$ cat src/rtl/bcd_mod_counter_pkg.sv
// clk_bcd_pkg -- BCD digit/pair types and conversion helpers shared by the timekeeping counters.
// Revision: 1.0
`default_nettype none

package clk_bcd_pkg;

  typedef logic [3:0] bcd_digit_t;
  typedef logic [7:0] bcd2_t;

  localparam bcd_digit_t BCD_DIGIT_MAX = 4'd9;

  function automatic int bcd2_to_dec(input bcd2_t v);
    return int'(v[7:4]) * 10 + int'(v[3:0]);
  endfunction

  function automatic bcd2_t dec_to_bcd2(input int d);
    return {4'(d / 10), 4'(d % 10)};
  endfunction

  function automatic logic bcd2_digits_ok(input bcd2_t v);
    return (v[7:4] <= BCD_DIGIT_MAX) && (v[3:0] <= BCD_DIGIT_MAX);
  endfunction

endpackage

`default_nettype wire

$ cat src/rtl/bcd_mod_counter_if.sv
// bcd_mod_counter_if -- control/status bundle of one BCD modulo counter stage (ALM_VAL with BCD_MOD_CNT_ALARM_EN).
// Revision: 1.0
`default_nettype none

interface bcd_mod_counter_if;
  import clk_bcd_pkg::*;

  logic  EN;
  logic  DN;
  logic  LD;
  bcd2_t LD_VAL;
  bcd2_t CNT;
  logic  TC;
  logic  LD_ERR;
  logic  ALM;
`ifdef BCD_MOD_CNT_ALARM_EN
  bcd2_t ALM_VAL;

  modport master (output EN, DN, LD, LD_VAL, ALM_VAL, input CNT, TC, LD_ERR, ALM);
  modport slave  (input EN, DN, LD, LD_VAL, ALM_VAL, output CNT, TC, LD_ERR, ALM);
`else
  modport master (output EN, DN, LD, LD_VAL, input CNT, TC, LD_ERR, ALM);
  modport slave  (input EN, DN, LD, LD_VAL, output CNT, TC, LD_ERR, ALM);
`endif

endinterface

`default_nettype wire

$ cat src/rtl/bcd_mod_counter_digit_step.sv
// bcd_digit_step -- single BCD digit increment/decrement with 9<->0 wrap and carry/borrow flag.
// Revision: 1.0
`default_nettype none

module bcd_digit_step
  import clk_bcd_pkg::*;
(
  input  bcd_digit_t digit_i,
  input  logic       dn_i,
  output bcd_digit_t digit_o,
  output logic       wrap_o
);

  always_comb begin
    digit_o = digit_i;
    wrap_o  = 1'b0;
    if (dn_i) begin
      if (digit_i == 4'd0) begin
        digit_o = BCD_DIGIT_MAX;
        wrap_o  = 1'b1;
      end else begin
        digit_o = digit_i - 4'd1;
      end
    end else begin
      if (digit_i >= BCD_DIGIT_MAX) begin
        digit_o = 4'd0;
        wrap_o  = 1'b1;
      end else begin
        digit_o = digit_i + 4'd1;
      end
    end
  end

endmodule

`default_nettype wire

$ cat src/rtl/bcd_mod_counter.sv
// bcd_mod_counter -- two-digit BCD up/down modulo counter with validated load and chainable TC.
// Optional alarm match pulse enabled by macro BCD_MOD_CNT_ALARM_EN. Revision: 1.0
`default_nettype none

module bcd_mod_counter
  import clk_bcd_pkg::*;
#(
  parameter int MODULUS   = 24,
  parameter int MIN_VALUE = 0,
  parameter int RST_VALUE = 0
) (
  input  logic             CP,
  input  logic             nCR,
  bcd_mod_counter_if.slave bus
);

  localparam int    MAX_VALUE = MIN_VALUE + MODULUS - 1;
  localparam bcd2_t MIN_BCD   = dec_to_bcd2(MIN_VALUE);
  localparam bcd2_t MAX_BCD   = dec_to_bcd2(MAX_VALUE);
  localparam bcd2_t RST_BCD   = dec_to_bcd2(RST_VALUE);

  bcd2_t      cnt_q, cnt_d;
  logic       ld_err_q, ld_err_d;
  logic       count_en, at_limit, cnt_legal, ld_legal;
  logic       units_wrap, tens_wrap;
  bcd_digit_t units_nxt, tens_step;

  function automatic logic in_range(input bcd2_t v);
    int d;
    d = bcd2_to_dec(v);
    return bcd2_digits_ok(v) && (d >= MIN_VALUE) && (d <= MAX_VALUE);
  endfunction

  assign cnt_legal = in_range(cnt_q);
  assign ld_legal  = in_range(bus.LD_VAL);
  assign count_en  = bus.EN & ~bus.LD;
  assign at_limit  = bus.DN ? (cnt_q == MIN_BCD) : (cnt_q == MAX_BCD);

  bcd_digit_step u_units (
    .digit_i (cnt_q[3:0]),
    .dn_i    (bus.DN),
    .digit_o (units_nxt),
    .wrap_o  (units_wrap)
  );

  bcd_digit_step u_tens (
    .digit_i (cnt_q[7:4]),
    .dn_i    (bus.DN),
    .digit_o (tens_step),
    .wrap_o  (tens_wrap)
  );

  // Tens only moves on a units carry/borrow; a tens wrap (99/00) is a modulo wrap too.
  always_comb begin
    cnt_d    = cnt_q;
    ld_err_d = 1'b0;
    if (bus.LD) begin
      if (ld_legal) begin
        cnt_d = bus.LD_VAL;
      end else begin
        ld_err_d = 1'b1;
      end
    end else if (bus.EN) begin
      if (!cnt_legal) begin
        cnt_d = MIN_BCD;
      end else if (at_limit || (units_wrap && tens_wrap)) begin
        cnt_d = bus.DN ? MAX_BCD : MIN_BCD;
      end else begin
        cnt_d = {(units_wrap ? tens_step : cnt_q[7:4]), units_nxt};
      end
    end
  end

  always_ff @(posedge CP or negedge nCR) begin
    if (!nCR) begin
      cnt_q    <= RST_BCD;
      ld_err_q <= 1'b0;
    end else begin
      cnt_q    <= cnt_d;
      ld_err_q <= ld_err_d;
    end
  end

  // Gated by nCR so a stage held in reset never enables the next one.
  assign bus.TC     = nCR & count_en & cnt_legal & at_limit;
  assign bus.CNT    = cnt_q;
  assign bus.LD_ERR = ld_err_q;

`ifdef BCD_MOD_CNT_ALARM_EN
  logic alm_q, alm_d;

  always_comb begin
    alm_d = count_en && (cnt_d == bus.ALM_VAL) && (cnt_d != cnt_q);
  end

  always_ff @(posedge CP or negedge nCR) begin
    if (!nCR) begin
      alm_q <= 1'b0;
    end else begin
      alm_q <= alm_d;
    end
  end

  assign bus.ALM = alm_q;
`else
  assign bus.ALM = 1'b0;
`endif

endmodule

`default_nettype wire
$ cat src/flat_wrapper.sv
// flat-port wrapper written by rule: the top's interface ports become plain ports
module bcd_mod_counter_flat import clk_bcd_pkg::*;
#(
  parameter int MODULUS   = 24,
  parameter int MIN_VALUE = 0,
  parameter int RST_VALUE = 0
)
  (CP, nCR, bus_EN, bus_DN, bus_LD, bus_LD_VAL, bus_CNT, bus_TC, bus_LD_ERR, bus_ALM);
  bcd_mod_counter_if bus_i ();
  input  logic CP;
  input  logic nCR;
  input wire logic [$bits(bus_i.EN)-1:0] bus_EN;
  input wire logic [$bits(bus_i.DN)-1:0] bus_DN;
  input wire logic [$bits(bus_i.LD)-1:0] bus_LD;
  input wire logic [$bits(bus_i.LD_VAL)-1:0] bus_LD_VAL;
  output wire logic [$bits(bus_i.CNT)-1:0] bus_CNT;
  output wire logic [$bits(bus_i.TC)-1:0] bus_TC;
  output wire logic [$bits(bus_i.LD_ERR)-1:0] bus_LD_ERR;
  output wire logic [$bits(bus_i.ALM)-1:0] bus_ALM;
  assign bus_i.EN = bus_EN;
  assign bus_i.DN = bus_DN;
  assign bus_i.LD = bus_LD;
  assign bus_i.LD_VAL = bus_LD_VAL;
  assign bus_CNT = bus_i.CNT;
  assign bus_TC = bus_i.TC;
  assign bus_LD_ERR = bus_i.LD_ERR;
  assign bus_ALM = bus_i.ALM;
  bcd_mod_counter #(.MODULUS(MODULUS), .MIN_VALUE(MIN_VALUE), .RST_VALUE(RST_VALUE)) u_core (.CP(CP), .nCR(nCR), .bus(bus_i));
endmodule
$ cat config.mk
export PLATFORM = sky130hd
export DESIGN_NAME = bcd_mod_counter_flat
export DESIGN_NICKNAME = d
export VERILOG_FILES = /design/src/rtl/bcd_mod_counter_pkg.sv /design/src/rtl/bcd_mod_counter_if.sv /design/src/rtl/bcd_mod_counter_digit_step.sv /design/src/rtl/bcd_mod_counter.sv /design/src/flat_wrapper.sv
export SDC_FILE = /design/constraint.sdc
export NUM_CORES = 1
export LEC_CHECK = 0
export ABC_AREA = 1
export CAP_MARGIN = 40
export CORE_MARGIN = 4
export CORE_UTILIZATION = 58
export CTS_CLUSTER_DIAMETER = 50
export DETAILED_ROUTE_END_ITERATION = 6
export GPL_TIMING_DRIVEN = 0
export PLACE_DENSITY_LB_ADDON = 0.12
export SLEW_MARGIN = 20
export SYNTH_ARGS = -nofsm -noshare
export SYNTH_HDL_FRONTEND = slang
export SYNTH_HIERARCHICAL = 1
export SYNTH_SLANG_ARGS = --single-unit
$ cat constraint.sdc
create_clock -name CP -period 5.5 [get_ports CP]
set_input_delay 1.1 -clock CP [delete_from_list [all_inputs] [get_ports CP]]
set_output_delay 1.1 -clock CP [all_outputs]
set_load 0.005 [all_outputs]
# Yosys cells after proc, flatten, opt, wreduce, memory -nomap -nowiden
# Index checks and enable logic that the tools add are counted.
[word_totals]
ff_bits = 9
input_bits = 13
elab_cells = 65
[classes]
addsub = 6
n_mul = 2
n_lt_le_gt_ge = 10
eq_ne = 3
mux = 22
bitwise_logic = 5
reduce_logical = 14
[ops]
columns = ["cell", "count"]
rows = [
  ["$add A32 B5 Y32", 2],
  ["$ge A32 B1 Y1 const B", 2],
  ["$le A32 B6 Y1 const B", 2],
  ["$mux W8", 5],
  ["$mux W4", 7],
  ["$le A4 B4 Y1 const B", 4],
  ["$mul A4 B3 Y7 const B", 2],
  ["$mux W1", 9],
  ["$add A4 B1 Y4 const B", 2],
  ["$eq A8 B6 Y1 const B", 1],
  ["$ge A4 B4 Y1 const B", 2],
  ["$logic_not A4 Y1", 2],
  ["$logic_not A8 Y1", 1],
  ["$sub A4 B1 Y4 const B", 2],
  ["$logic_and A1 B1 Y1", 7],
  ["$mux W6", 1],
  ["$and A1 B1 Y1", 4],
  ["$ne A4 B4 Y1 const B", 1],
  ["$reduce_and A3 Y1", 1],
  ["$ne A2 B1 Y1 const B", 1],
  ["$reduce_and A2 Y1", 1],
  ["$reduce_bool A2 Y1", 1],
  ["$logic_or A1 B1 Y1", 1],
  ["$not A1 Y1", 1],
]

# Depth between registers and ports, before layout
# Gate-level depths: netlist of run 1.
[logic_depth]
word_depth = 9
ltp_mapped = 15
depth_no_buf = 15

# Modules after synthesis
# Netlist of run 1, hierarchy kept.
[by_module_without_submodules]
columns = ["mod", "n_inst", "cells_per_inst", "area_per_inst_um2", "seq_area_each_um2"]
rows = [
  ["bcd_mod_counter", 1, 181, 1203.7, 225.2],
  ["bcd_digit_step", 2, 40, 242.7, 0.0],
]

# Least setup slack after synthesis of run 1
# OpenSTA, ideal clock, no wires.
[synth_timing]
path_type = "register to output"
startpoint = "register u_core.cnt_q[5], in the netlist u_core/bus.CNT[5]"
endpoint = "output port bus_TC"
arrival_ps = 2234
t_required_ps = 4400
setup_slack_ps = 2166
path_stages_with_launch = 13
cell_sequence = "dfrtp_1 ha_1 ha_1 fa_1 inv_1 nand2_1 o21ai_1 nand2_1 nand2_1 nand2_2 nand2_4 nand2_2 nor3_1"
[synth_via]
elab_chain_len = 7
elab_cells_between_ends = 13
classes_between = "1 x add/sub; 1 x mul; 3 x order compare; 1 x eq/ne; 1 x mux; 2 x bitwise; 4 x reduce/logical"
[synth_rtl]
columns = ["element", "line_no", "text"]
rows = [
  ["start, declared", "bcd_mod_counter.sv:22", "bcd2_t cnt_q, cnt_d;"],
  ["start signal, assigned", "bcd_mod_counter.sv:79", "cnt_q <= cnt_d;"],
  ["$mul A4 B3 Y7", "bcd_mod_counter_pkg.sv:13", "return int'(v[7:4]) * 10 + int'(v[3:0]);"],
  ["$add A32 B5 Y32", "bcd_mod_counter_pkg.sv:13", ""],
  ["$ge A32 B1 Y1", "bcd_mod_counter.sv:31", "return bcd2_digits_ok(v) && (d >= MIN_VALUE) && (d <= MAX_VALUE);"],
  ["$logic_and A1 B1 Y1 (2 in series)", "bcd_mod_counter.sv:31", ""],
  ["$and A1 B1 Y1", "bcd_mod_counter.sv:85", "assign bus.TC = nCR & count_en & cnt_legal & at_limit;"],
  ["$and A1 B1 Y1 (*)", "bcd_mod_counter.sv:85", ""],
  ["end, declared", "flat_wrapper.sv:17", "output wire logic [$bits(bus_i.TC)-1:0] bus_TC;"],
]
# Mark *: on every way between the ends. The rest lies on a longest branch, timed or not.

# Worst setup path after layout of run 1
# Same ends and word-level chain as after synthesis.

==> impl_metrics.ini, run 1 <==
[clock_network]
cts_root_buf = clkbuf_4
cts_setup_buffers = 0
h-tree-depth = 1
insertion_delay_ps = 270
cts_tree = yes
cts_hold_buf = 0
cts_buffers = 3
path_clk_slew_ps = 70
clkSinkCount = 9
ctsResizeCount = 0
clockBufferDepth = 2

[critical_path]
rrSetupSlack_ps = 2840
critPathArrivalTime_ps = 3290
slowest_stage = dfrtp_1
cp_max_fo = 12
start_kind = register
cp_top_family = adder cells
path_depth = 13
cpMostUsedCell = nand2_1
crit_chain = ha_1 -> ha_1 -> fa_1 -> inv_1 -> nand2_1 -> o21ai_1 -> nand2_1 -> nand2_1 -> nand2_2 -> nand2_4 -> nand2_2 -> nor3_1 -> clkdlybuf4s50_1
required_ps = 4400
timing.rr.end = u_core/bus.CNT[7]
end_kind = output port
startpoint = u_core/bus.CNT[5]
r2r_cells = 14
timing.rr.start = u_core/bus.CNT[5]
cpPeakStageDelay_ps = 630
cp.buffers_inverters = 2
criticalPathCategory = register to output port
critPathCapture = bus_TC

[timing]
holdWs_ps = 655
skew_ps = 13.5
tightestPinTransition_ps = 568
final.setup.tns_ps = 0
finalHoldViolCount = 0
fin_crit_ps = 4390
finalSetupViolCount = 0
slew_headroom = 0.620
rsz0062_at_grt = false
post-route-period-util = 0.799
fmax_mhz = 228
slew_viol_final = 0

[global_routing]
antenna_found_initial = 0
grtUsageTotal = 0.192
grt_max_degree = 18
grt_overflow_total = 0
grt_busiest_layer = met2
gr-usage-met3 = 0.0372
grt_use_met1 = 0.283
first_global_vias = 1314
grt_pass1_wl_um = 5680
grt_use_met2 = 0.309

[job]
maxCapViolCount = 0

[route]
drtAntennaViolNets = 0
vias = 1654
first_pass_iters = 4
wire_per_inst_um = 10.8
drt_iter0_markers = 118
drc_errors = 0
vias_per_cell = 5.20
wl_um = 3430

[floorplanning]
rows = 19
die_x_um = 62.0
die_area_um2 = 3840
coreArea_um2 = 2780
die_y_um = 62.0
io_pins = 24
start_util = 0.607

[synthesis]
syn_area_um2 = 1690
synth-compound-area-share = 0.0696
ys_seq_elements = 9
yosys.area_share.xor_xnor = 0.0207
avgSynthCellArea_um2 = 6.47
synth_top_family_by_area = simple AND/OR/NAND/NOR gates
ys.flop_type = dfrtp_1
ys_top_cells_by_area = nand2_1, ha_1, dfrtp_1
synth-seq-area-share = 0.133
yosysWarnings = 6
yosysTopAreaCellShare = 0.211
yosysUniqueCellTypes = 32
synth-simple-area-share = 0.459
synth_fa_ha_area_frac = 0.210
synth_nets = 300
yosysTopAreaCell = nand2_1
synth-edff-count = 0
async_reset_ff_frac = 1.00
synthCells = 261
yosys-mux-area-fraction = 0

[final_layout]
final_common_cell = nand2_1
n_fill_cell = 249
nets = 327
regArea_um2 = 225
final_cell_mix = nand2_1, nand3_1, inv_1
num_antenna_cells = 0
drive_gt1_frac = 0.108
area_growth_pct = 16.9
multi_input_area_um2 = 1290

[power_and_ir_drop]
p_leak_uw = 0.00107
peakVddDrop_mv = 0.424
powerDensity_nw_per_um2 = 485

[place]
io_buffers = 22
detailedPlacementHpwl_um = 2720
routabilityCongestion = 0.898

[min_path]
hold_class = register to register

[run_status]
status = finished clean
[Yosys cell counts (2+ instances only)]
cell	instances
inv_6	2
dfrtp_1	9
xor2_1	4
o21ai_0	3
nand2_1	95
nand2_4	3
nand3_2	3
buf_6	2
ha_1	22
nand4_1	5
inv_2	3
nand2_2	5
nor2_1	8
o21ai_2	2
fa_1	4
inv_1	30
o21ai_1	8
nor2_2	2
a21oi_1	6
or2_1	2
nand3_1	32
[cell families (layout without fill, tap and decap cells)]
family	Yosys count	in the layout
adders and majority gates	26	26
xor gates and xnor gates	4	4
AOI/OAI and AO/OA	21	21
other	1	1
and+or+nand+nor	161	161
buffers and inverters	39	65
DFF	9	9
[metrics by stage]
| stage | instances | total power (µW) | area (µm²) | setup WS (ps) | utilization |
|---|---|---|---|---|---|
| 2_1_floorplan | 261 | 730 | 1690 | 2170 | - |
| 3_3_place_gp | 314 | 896 | 1950 | 1340 | 0.700 |
| 3_5_place_dp | 314 | 907 | 1950 | 1350 | 0.700 |
| 4_1_cts | 318 | 961 | 1970 | 1080 | 0.710 |
| 5_1_grt | 318 | 1070 | 1970 | 882 | 0.710 |
| 6_report | 318 | 958 | 1970 | 1110 | 0.710 |
[state kept, by name, summed over array words and instances (netlist names)]
signal / count
u_core/bus.CNT: 8
u_core/bus.LD_ERR: 1
[worst min path at each step]
stage / startpoint / endpoint / depth (start not counted)
after floorplan: u_core/bus.CNT[2] / u_core/bus.CNT[2] / 2
after global placement: u_core/bus.CNT[2] / u_core/bus.CNT[2] / 2
after detailed placement: u_core/bus.CNT[2] / u_core/bus.CNT[2] / 2
after CTS: u_core/bus.CNT[2] / u_core/bus.CNT[2] / 2
after global routing: u_core/bus.CNT[2] / u_core/bus.CNT[2] / 2
final: u_core/bus.CNT[2] / u_core/bus.CNT[2] / 2
[layout make-up]
| cell class | count | share of cell area |
|---|---|---|
| timing repair buffer | 22 | 0.112 |
| inverter | 35 | 0.0716 |
| tap | 31 | 0.0196 |
| buffer | 4 | 0.0177 |
| clock buffer | 4 | 0.0133 |
| multi-input combinational | 213 | 0.652 |
| sequential | 9 | 0.114 |
[layer usage]
metal / routed length, µm / part of all wire
met3: 178 / 0.052
met2: 1570 / 0.46
met5: 0 / 0
met1: 1680 / 0.49
met4: 0 / 0
[worst register-to-register path, delay by kind of cell, from the launching register on]
family          cells  cell delay, ps
compound gates      1              80
simple gates        9             720
flops               1             630
fa+ha+maj           3            1030
buf+inv             1             130
[where the power goes]
group	internal, µW	switching (µW)	total (µW)	leakage (µW)
Combinational	306	434	740	0.000936
Clock	27.9	23.2	51.1	0.0000150
Sequential	90.1	76.3	166	0.000115
Note: power is estimated with default switching activity, not from simulation.
==> run 2, diff against run 1 <==
--- a/config.mk
+++ b/config.mk
@@ -8,7 +8,7 @@
 export ABC_AREA = 1
 export CAP_MARGIN = 40
 export CORE_MARGIN = 4
-export CORE_UTILIZATION = 58
+export CORE_UTILIZATION = 50
 export CTS_CLUSTER_DIAMETER = 50
 export DETAILED_ROUTE_END_ITERATION = 6
 export GPL_TIMING_DRIVEN = 0
==> constraint.sdc (replaced) <==
create_clock -name CP -period 3.6 [get_ports CP]
set_input_delay 0.72 -clock CP [delete_from_list [all_inputs] [get_ports CP]]
set_output_delay 0.72 -clock CP [all_outputs]
set_load 0.005 [all_outputs]
==> impl_metrics.ini, run 2 (synthesis results as in run 1) <==
[power_and_ir_drop]
p_leak_uw = 0.00107
powerDensity_nw_per_um2 = 753
total_power_uw = 1520
peakVddDrop_mv = 0.472

[final_layout]
num_antenna_cells = 0
largest_register_ffs = 8
final_cell_mix = nand2_1, nand3_1, inv_1
nets = 330
area_growth_pct = 19.6
instances_no_fill = 334
fin_util = 0.641
final_common_cell = nand2_1
drive_gt1_frac = 0.138

[critical_path]
critPathArrivalTime_ps = 2730
crit_chain = ha_1 -> ha_1 -> fa_2 -> nand2_1 -> o21ai_1 -> nand2_1 -> nand2_1 -> nand2_2 -> nand2_4 -> nand2_2 -> nor3_1 -> clkdlybuf4s15_1
start_kind = register
r2r_cells = 12
cp_max_fo = 8
timing.rr.end = u_core/bus.CNT[4]
timing.rr.start = u_core/bus.CNT[5]
rrSetupSlack_ps = 1160
slowest_stage = fa_2
required_ps = 2880
end_kind = output port
criticalPathCategory = register to output port
cpPeakStageDelay_ps = 580
cpMostUsedCell = nand2_1

[global_routing]
grt_use_met2 = 0.335
grt_busiest_layer = met2
grt_pass1_wl_um = 6800
antenna_found_initial = 0
grtUsageTotal = 0.194
gr-usage-met3 = 0.0476
first_global_vias = 1573
grt_use_met1 = 0.252
grt_overflow_total = 0
grt_max_degree = 18

[floorplanning]
die_y_um = 66.1
coreArea_um2 = 3150
io_pins = 24
start_util = 0.536
die_area_um2 = 4370
rows = 20
die_x_um = 66.1

[route]
vias_per_cell = 5.08
vias = 1697
drc_errors = 0
drt_iter0_markers = 133
wire_per_inst_um = 11.6
first_pass_iters = 5
drtAntennaViolNets = 0
wl_um = 3860

[clock_network]
cts_buffers = 3
cts_tree = yes
clkSinkCount = 9
cts_root_buf = clkbuf_4
cts_hold_buf = 0
path_clk_slew_ps = 60
insertion_delay_ps = 280
h-tree-depth = 1
clockBufferDepth = 2

[run_status]
status = finished clean

[timing]
slew_headroom = 0.601
tightestPinTransition_ps = 597
fin_crit_ps = 3450
fmax_mhz = 290
slew_viol_final = 0
finalSetupViolCount = 0
finalHoldViolCount = 0
skew_ps = 11.5
final.setup.tns_ps = 0
rsz0062_at_grt = false
post-route-period-util = 0.959

[place]
io_buffers = 22
dpl.cell_count = 327
detailedPlacementHpwl_um = 2920
routabilityCongestion = 0.773

[job]
maxCapViolCount = 0

[min_path]
hold_class = register to register
hold_depth = 2
min_from = u_core/bus.CNT[6]
whs_endpoint = u_core/bus.CNT[6]
-- run 2: how the worst max path moves through the flow --
| stage | start | end | slack, ps | cells after the start |
|---|---|---|---|---|
| global route | u_core/bus.CNT[5] | bus_TC | 10 | 12 |
| detailed placement | u_core/bus.CNT[5] | bus_TC | -90 | 13 |
| finish | u_core/bus.CNT[5] | bus_TC | 150 | 12 |
| CTS | u_core/bus.CNT[5] | bus_TC | 120 | 12 |
| floorplan | u_core/bus.CNT[5] | bus_TC | 650 | 12 |
| global placement | u_core/bus.CNT[5] | bus_TC | -120 | 13 |
-- run 2: worst max-delay path, delay by kind of cell (launching register included) --
family / cells / cell delay [ps]
flip-flops: 1 / 400
AND/OR/NAND/NOR: 7 / 580
AO/OA/AOI/OAI: 1 / 140
buffers and inverters: 1 / 240
adder cells (fa/ha/maj): 3 / 1110
-- run 2: timing repair --
item | in CTS | in global routing
setup buffers | 3 | 0
pin swaps | 1 | 1
gates cloned | 0 | 0
endpoints found under the setup margin | 1 | 1
gates resized for setup | 6 | 2
-- run 2: final cells by class --
class	count	area, µm²
buffer	4	35.0
inverter	35	141
multi-input combinational	213	1290
clock buffer	4	26.3
timing repair buffer	25	243
sequential	9	230
fill	309	1130
tap	44	55.1
-- run 2: stage by stage --
stage,hold WS [ps],cell area [µm²],setup slack (ps)
after floorplan,424,1690,646
after global placement,654,1960,-117
after detailed placement,657,1960,-93.6
after CTS,614,2020,120
after global routing,652,2020,11.0
final,621,2020,149
-- run 2: routing by layer --
layer / vias up / wire (µm) / part of all wire
li1: 888 / - / -
met3: 2 / 228 / 0.059
met2: 50 / 1800 / 0.47
met1: 757 / 1820 / 0.47
met4: 0 / 8 / 0.0021
met5: - / 0 / 0
-- run 2: where the power goes --
group | internal [µW] | switching [µW] | leakage, µW
logic | 490 | 724 | 0.000950
clock network | 43.0 | 43.6 | 0.0000150
registers | 142 | 78.5 | 0.000110
